`src/rtl/ma_pkg.sv`:
```
// rtl/ma_pkg.sv - shared sample-path parameters and player state type
package ma_pkg;

    localparam int N      = 16;
    localparam int DEPTH  = 95;
    localparam int ADDR_W = 7;

    typedef enum logic [1:0] {
        IDLE  = 2'd0,
        PLAY  = 2'd1,
        DRAIN = 2'd2
    } state_t;

endpackage

```
`src/rtl/sample_ram.sv`:
```
// rtl/sample_ram.sv - sample table, one synchronous write port, one combinational read port
module sample_ram #(
    parameter int N      = ma_pkg::N,
    parameter int DEPTH  = ma_pkg::DEPTH,
    parameter int ADDR_W = ma_pkg::ADDR_W
) (
    input  logic              clk,
    input  logic              wr_en,
    input  logic [ADDR_W-1:0] wr_addr,
    input  logic [N-1:0]      wr_data,
    input  logic [ADDR_W-1:0] rd_addr,
    output logic [N-1:0]      rd_data
);

    localparam logic [ADDR_W-1:0] LAST = ADDR_W'(DEPTH - 1);

    logic [N-1:0] mem_q [DEPTH];

    // Out-of-range writes are dropped rather than aliased onto a low address.
    always_ff @(posedge clk) begin
        if (wr_en && (wr_addr <= LAST)) begin
            mem_q[wr_addr] <= wr_data;
        end
    end

    assign rd_data = mem_q[rd_addr];

endmodule

```
`src/rtl/sample_player.sv`:
```
// rtl/sample_player.sv - streams the sample table to the MA filter, one-shot or looping
module sample_player #(
    parameter int N      = ma_pkg::N,
    parameter int DEPTH  = ma_pkg::DEPTH,
    parameter int ADDR_W = ma_pkg::ADDR_W
) (
    input  logic              clk,
    input  logic              rst,
    input  logic              wr_en,
    input  logic [ADDR_W-1:0] wr_addr,
    input  logic [N-1:0]      wr_data,
    input  logic              start,
    input  logic              stop,
    input  logic              loop_mode,
    input  logic              out_ready,
    output logic              out_valid,
    output logic [N-1:0]      out_data,
    output logic              busy,
    output logic              wrap,
    output logic              done
);

    import ma_pkg::state_t, ma_pkg::IDLE, ma_pkg::PLAY, ma_pkg::DRAIN;

    localparam logic [ADDR_W-1:0] LAST = ADDR_W'(DEPTH - 1);

    state_t            state_q, state_d;
    logic [ADDR_W-1:0] addr_q, addr_d, addr_inc, rd_addr;
    logic [N-1:0]      data_q, data_d, rd_data;
    logic              valid_q, valid_d;
    logic              wrap_q, wrap_d;
    logic              done_q, done_d;
    logic              xfer;

    assign xfer     = valid_q & out_ready;
    assign addr_inc = (addr_q == LAST) ? '0 : addr_q + 1'b1;
    // addr_q tracks the sample in out_data, so once valid the read port looks one ahead.
    assign rd_addr  = valid_q ? addr_inc : addr_q;

    sample_ram #(.N(N), .DEPTH(DEPTH), .ADDR_W(ADDR_W)) u_ram (
        .clk     (clk),
        .wr_en   (wr_en),
        .wr_addr (wr_addr),
        .wr_data (wr_data),
        .rd_addr (rd_addr),
        .rd_data (rd_data)
    );

    always_comb begin
        state_d = state_q;
        addr_d  = addr_q;
        data_d  = data_q;
        valid_d = valid_q;
        wrap_d  = 1'b0;
        done_d  = 1'b0;
        case (state_q)
            IDLE: begin
                if (start && !stop) begin
                    state_d = PLAY;
                    addr_d  = '0;
                end
            end
            PLAY: begin
                if (stop) begin
                    if (!valid_q || xfer) begin
                        state_d = IDLE;
                        valid_d = 1'b0;
                        done_d  = 1'b1;
                    end else begin
                        state_d = DRAIN;
                    end
                end else if (!valid_q) begin
                    data_d  = rd_data;
                    valid_d = 1'b1;
                end else if (xfer) begin
                    if ((addr_q == LAST) && !loop_mode) begin
                        state_d = IDLE;
                        valid_d = 1'b0;
                        done_d  = 1'b1;
                    end else begin
                        addr_d = addr_inc;
                        data_d = rd_data;
                        wrap_d = (addr_q == LAST);
                    end
                end
            end
            DRAIN: begin
                if (xfer) begin
                    state_d = IDLE;
                    valid_d = 1'b0;
                    done_d  = 1'b1;
                end
            end
            default: begin
                state_d = IDLE;
                valid_d = 1'b0;
            end
        endcase
    end

    always_ff @(posedge clk or negedge rst) begin
        if (!rst) begin
            state_q <= IDLE;
            addr_q  <= '0;
            data_q  <= '0;
            valid_q <= 1'b0;
            wrap_q  <= 1'b0;
            done_q  <= 1'b0;
        end else begin
            state_q <= state_d;
            addr_q  <= addr_d;
            data_q  <= data_d;
            valid_q <= valid_d;
            wrap_q  <= wrap_d;
            done_q  <= done_d;
        end
    end

    assign out_valid = valid_q;
    assign out_data  = data_q;
    assign busy      = (state_q != IDLE);
    assign wrap      = wrap_q;
    assign done      = done_q;

endmodule

```
`config.mk`:
```
export PLATFORM = sky130hd
export DESIGN_NAME = sample_player
export DESIGN_NICKNAME = d
export VERILOG_FILES = /design/src/rtl/ma_pkg.sv /design/src/rtl/sample_ram.sv /design/src/rtl/sample_player.sv
export SDC_FILE = /design/constraint.sdc
export NUM_CORES = 2
export LEC_CHECK = 0
export CELL_PAD_IN_SITES_DETAIL_PLACEMENT = 1
export CELL_PAD_IN_SITES_GLOBAL_PLACEMENT = 1
export CORE_ASPECT_RATIO = 0.75
export CORE_MARGIN = 8
export CORE_UTILIZATION = 58
export CTS_BUF_LIST = sky130_fd_sc_hd__clkbuf_8
export DETAILED_ROUTE_END_ITERATION = 12
export PLACE_DENSITY_LB_ADDON = 0.1
export SETUP_SLACK_MARGIN = 0.2
export SYNTH_ARGS = -nofsm -noshare
export SYNTH_HDL_FRONTEND = slang
export SYNTH_HIERARCHICAL = 1
export SYNTH_SLANG_ARGS = --single-unit
```
`constraint.sdc`:
```
create_clock -name clk -period 4.7 [get_ports clk]
set_input_delay 1.41 -clock clk [delete_from_list [all_inputs] [get_ports clk]]
set_output_delay 1.41 -clock clk [all_outputs]
set_load 0.02 [all_outputs]
```
* Word-level counts from Yosys, hierarchy flattened *
Memory sizes are Yosys's and may differ from the RTL's.
Index checks and enable logic that the tools add are counted.

word-level totals
  memories kept = 1
  register bits after elaboration = 28
  logic and storage cells = 81
  output and inout port bits = 20
  memory bits (writable) = 1520
  bits of input ports = 30

memories
  name         words  bits a word  read ports  clocked after memory_dff  wr ports  RTL line          source
  u_ram.mem_q  95     16           1           0                         1         sample_ram.sv:17  logic [N-1:0] mem_q [DEPTH];

operators by class
  reductions and logical operators = 14
  mux-type cells = 40
  bitwise gates (word level) = 3
  add/subtract/negate cells = 1
  magnitude comparators = 1
  equality and inequality tests = 15

operators with widths
  kind                   count
  $mux W7                7
  $mux W16               3
  $mux W1                19
  $mux W2                7
  $ne A2 B2 Y1 const B   7
  $pmux W7 S2            1
  $ne A3 B3 Y1 const B   4
  $add A7 B1 Y7 const B  1
  $eq A7 B7 Y1 const B   1
  $le A7 B7 Y1 const B   1
  $pmux W2 S3            1
  $reduce_and A6 Y1      1
  $reduce_and A5 Y1      1
  $reduce_and A4 Y1      1
  $reduce_bool A2 Y1     2
  $logic_and A1 B1 Y1    3
  $logic_not A1 Y1       3
  $pmux W1 S3            1
  $reduce_and A3 Y1      1
  $eq A2 B1 Y1 const B   1
  $eq A2 B2 Y1 const B   1
  $logic_not A2 Y1       1
  $ne A2 B1 Y1 const B   1
  $not A1 Y1             2
  3 further kinds        3

* Logic depth before layout (Yosys ltp) *
  depth after elaboration = 7
  mapped depth = 18
  mapped depth without buffers = 12

* By module *
Netlist, hierarchy kept.

by module, submodules not included
  module         times used  seq. area each (sq um)  cells each  area each (sq um)
  sample_ram     1           45643.8                 2634        58534.9
  sample_player  1           700.7                   140         1508.9

* Worst setup path after synthesis *
OpenSTA, ideal clock, no wires.

  path type = input to register
  start point = in wr_addr[6]
  end point = mem u_ram.mem_q[94][0] (enable)
  cell stages on the path = 3
  data arrival time = 2995 ps
  setup time = 409 ps
  slack = 1296 ps
  buffers on the path = 0
  cell sequence = nor2b_1 -> nand3_1 -> nor3_1

on the way
  cells in the longest elaborated chain, start to end = 4

ends and longest elaborated chain
  element                        RTL line             source
  start: declaration             sample_player.sv:10  input logic [ADDR_W-1:0] wr_addr,
  $le A7 B7 Y1                   sample_ram.sv:21     if (wr_en && (wr_addr <= LAST)) begin
  $logic_and A1 B1 Y1            sample_ram.sv:21
  $mux W1                        sample_ram.sv:21
  $mux W1 (implied by the code)  sample_ram.sv:22     mem_q[wr_addr] <= wr_data;
  end: declaration               sample_ram.sv:17

Several ways; a longest one is shown, not always the timed one.

* Final worst setup path *
  start point = reg addr_q[0]
  end point = reg data_q[8], in the netlist out_data[8]

on the way
  cells in the longest elaborated chain, start to end = 7

ends and longest elaborated chain
  element                                        RTL line              source
  start: declaration                             sample_player.sv:28   logic [ADDR_W-1:0] addr_q, addr_d, addr_inc, rd_addr;
  start signal: assignment                       sample_player.sv:111  addr_q <= addr_d;
  $add A7 B1 Y7 or $eq A7 B7 Y1 (tied branches)  sample_player.sv:36   assign addr_inc = (addr_q == LAST) ? '0 : addr_q + 1'b1;
  $mux W7 (*)                                    sample_player.sv:36
  $mux W7 (*)                                    sample_player.sv:38   assign rd_addr = valid_q ? addr_inc : addr_q;
  net rd_addr[2]                                 sample_player.sv:28
  $mem_v2 Z95 W16 (*)                            n/a
  net rd_data[8]                                 sample_player.sv:29   logic [N-1:0] data_q, data_d, rd_data;
  $mux W16                                       sample_player.sv:76   if ((addr_q == LAST) && !loop_mode) begin
  $mux W16                                       sample_player.sv:75   end else if (xfer) begin
  $mux W16 (*)                                   sample_player.sv:72   end else if (!valid_q) begin
  end signal: assignment                         sample_player.sv:112  data_q <= data_d;
  end: declaration                               sample_player.sv:29

The timed path passes the listed nets; every way through them passes the cells marked *. The select of a mux whose other input is x is not followed.
A chain may end at the register's enable or synchronous reset.

==> summary.md <==
| Metric | Value |
|---|---|
| P_leak | `21.55 nW` |
| Vias per inst | `6.646` |
| Async SR Flop Fraction | `1.809%` |
| Critical Path Max Stage Delay | `670 ps` |
| Setup violators final | `0` |
| Drt first-iter violations | `4035` |
| Arrival time worst endpoint | `5210 ps` |
| Die ar. | `114200 um^2` |
| Synthesized area | `60040 um^2` |
| Status | `complete, no violations` |
| R2R cell count | `14` |
| MaxCap Viol Count | `0` |
| Relative slew slack | `13.77%` |
| VDD IR-drop max | `0.3501 mV` |
| Critical Path Slowest Stage Cell | `a32oi_1` |
| Slew @ Worst Pin | `1293 ps` |
| Slew Limit Fails | `0` |
| Num ports | `50` |
| Post-synth net total | `2809` |
| Die Wd | `387.5 um` |
| # rows | `102` |
| P per Cell Area | `536.9 nW/um^2` |
| Post-synthesis adder-cell area fraction | `0.1042%` |
| Setup TNS | `0 ps` |
| Post-synth top area share | `76.02%` |
| Simple-Gate Fraction of Synth Area | `2.674%` |
| Inserted Clock Buffers | `220` |
| Antenna Nets Post-Route | `0` |
| Critical path's top delay family | `compound AO/OA/AOI/OAI gates` |
| Total GRT Usage | `28.70%` |
| Layout cells sized above 1 | `28.71%` |
| CTS tree | `done` |
| Cell mode on critical path | `nand2_1` |
| Worst Setup Start Kind | `flip-flop` |
| Number of global-route vias before repair | `31790` |
| Top FF cell, synth | `edfxtp_1` |
| Yosys warnings | `6` |
| Placed cells | `4258` |
| Compound-Gate Fraction of Synth Area | `2.192%` |
| Most frequent cell after synthesis | `edfxtp_1` |
| Number of synthesized flops with an enable pin | `1520` |
| Worst Skew | `51.56 ps` |
| Hold_buf cts | `0` |
| Pin count of the biggest net entering global routing | `96` |
| Via count | `31020` |
| #FFs+latches synth | `1548` |
| Hold Crit Class | `flip-flop to flip-flop` |
| Crit-path cells | `inv_1 > ha_1 > nand2_1 > nor3_2 > o21ai_0 > a22o_4 > inv_4 > buf_12 > buf_4 > nand2_1 > a32oi_1 > o2111ai_1 > nand3_1 > mux2_1` |
| Port-buffer cells | `49` |
| Area Overhead vs Synth | `12.40%` |
| Clk root buf | `clkbuf_8` |
| H-tree levels | `4` |
| Final #Nets | `3170` |
| Final hold vios | `0` |
| DP HPWL | `101500 um` |
| Fill cell count | `8324` |
| First-pass GRT wire length | `233500 um` |
| Gp weighted congestion | `0.8992` |
| Highest fanout seen on the critical path | `27` |
| Clk_lat worst skew | `930 ps` |
| GRT Residual Overflow | `0` |
| Final Util | `65.53%` |
| DRT Wirelength | `165100 um` |
| Die height | `294.6 um` |
| Synth Area per Inst | `21.65 um^2` |
| Core Footprint | `103000 um^2` |
| Bufs and invs on worst path | `4` |
| Fin area | `67490 um^2` |
| Synth Instances | `2774` |
| Xor-xnor portion of the synthesized cell area | `0%` |
| CP endpoint kind | `flip-flop` |
| Sequential-to-total area share from yosys stat | `77.18%` |
| Instance count on the critical path | `14` |
| Clock-pin transition on the worst setup and hold timing paths | `70 ps` |
| Largest cells by area after synthesis | `edfxtp_1 76%, mux4_2 14%, mux2i_1 2.0%` |
| Setup CP Type | `flip-flop to flip-flop` |
| Period utilisation layout | `93.48%` |
| Drt pass-1 iters | `5` |
| # clock sinks | `1548` |
| Mux contribution to synthesized area | `16.43%` |
| Largest family of logic cells by synthesized area | `multiplexers` |
| Initial Util | `58.30%` |
| Synth area leader | `edfxtp_1` |
| Fmax | `227.6 MHz` |
| CTS max path bufs | `3` |
| Final std cells w/o fill | `4667` |
| Initial antenna violation count | `13` |
| DRC viols | `0` |
| Post-DP Area | `63400 um^2` |
| RSZ-0062 raised after global routing | `no` |
| Commonest cells in the synthesized netlist | `1520 x edfxtp_1, 375 x mux4_2, 143 x nand2_1, 119 x mux2i_1, 112 x nor2_1` |
| Hold depth | `1` |
| Avg WL per Cell | `35.37 um` |
| Synth unique cells | `65` |
| Power, Total | `36.24 mW` |
| Fin crit period | `4394 ps` |
| Critical Path RT | `5520 ps` |
==> power breakdown <==
part / leakage (nW) / internal, mW / switching, mW
clock: 2.25 / 4.67 / 5.05
sequential: 14.0 / 15.3 / 0.266
combinational: 5.30 / 4.70 / 6.25
total: 21.6 / 24.7 / 11.6
==> repair_timing <==
item / in CTS / in global routing
resized for setup: 0 / 8
setup buffers: 0 / 5
endpoints found under the setup margin: 0 / 11
==> state kept, by name, summed over array words and instances, names as in the netlist <==
signal,flops
wrap,1
out_valid,1
done,1
u_ram/mem_q,1520
out_data,16
addr_q,7
state_q,2
==> per-stage QoR <==
| stage | hold slack (ps) | setup slack (ps) |
|---|---|---|
| 2_1_floorplan | 491.3 | 1296 |
| 3_3_place_gp | 503.8 | 423.9 |
| 3_5_place_dp | 519.7 | 297.2 |
| 4_1_cts | 533.1 | 295.4 |
| 5_1_grt | 551.1 | 197.5 |
| 6_report | 533.4 | 306.3 |
==> final cells by class <==
cell class	count	area, um^2	area share (%)
Tap cell	1352	1692	2.507
Sequential cell	1548	46340	68.67
Inverter	11	43.79	0.06489
Antenna cell	3	7.507	0.01112
Timing Repair Buffer	289	2510	3.719
Multi-Input combinational cell	1065	12940	19.17
Clock buffer	226	3110	4.609
Clock inverter	173	842.1	1.248
==> cells in the final DEF (no fill, tap or decap), types with 28 or more instances in the layout <==
| cell type | instances |
|---|---|
| clkinv_1 | 62 |
| clkinv_2 | 41 |
| nor2_1 | 110 |
| mux4_2 | 375 |
| mux2i_1 | 119 |
| nand2_1 | 143 |
| clkdlybuf4s50_1 | 32 |
| nand3_1 | 49 |
| dfrtp_1 | 28 |
| clkbuf_8 | 226 |
| edfxtp_1 | 1520 |
| buf_4 | 235 |
| inv_1 | 65 |
==> cells by family (layout without fill, tap and decap cells) <==
family,count (synthesis),count (layout)
muxes,514,514
DFF,1548,1548
adders and majority gates,5,5
AOI/OAI and AO/OA,180,180
other,0,3
buffers and inverters,161,699
and+or+nand+nor,366,366
==> routing by layer <==
| metal | vias up | share of wire [%] | GRT usage, % |
|---|---|---|---|
| met2 | 1840 | 46 | 44.38 |
| met4 | 6 | 2.6 | 8.327 |
| met1 | 16530 | 41 | 42.30 |
| met5 | - | 0.022 | 0 |
| li1 | 12370 | - | - |
| met3 | 278 | 10 | 5.834 |
==> path summary, 6_finish.rpt <==
kind	from	to	slack (ps)
setup / recovery	addr_q[0]	out_data[8]	310
hold / removal	state_q[1]	state_q[1]	530
setup reg to reg	addr_q[0]	out_data[8]	310
hold reg to reg	state_q[1]	state_q[1]	530
max in group asynchronous	rst	out_data[8]	3460
min in group asynchronous	rst	wrap	630
Note: power is estimated with default switching activity, not from simulation.
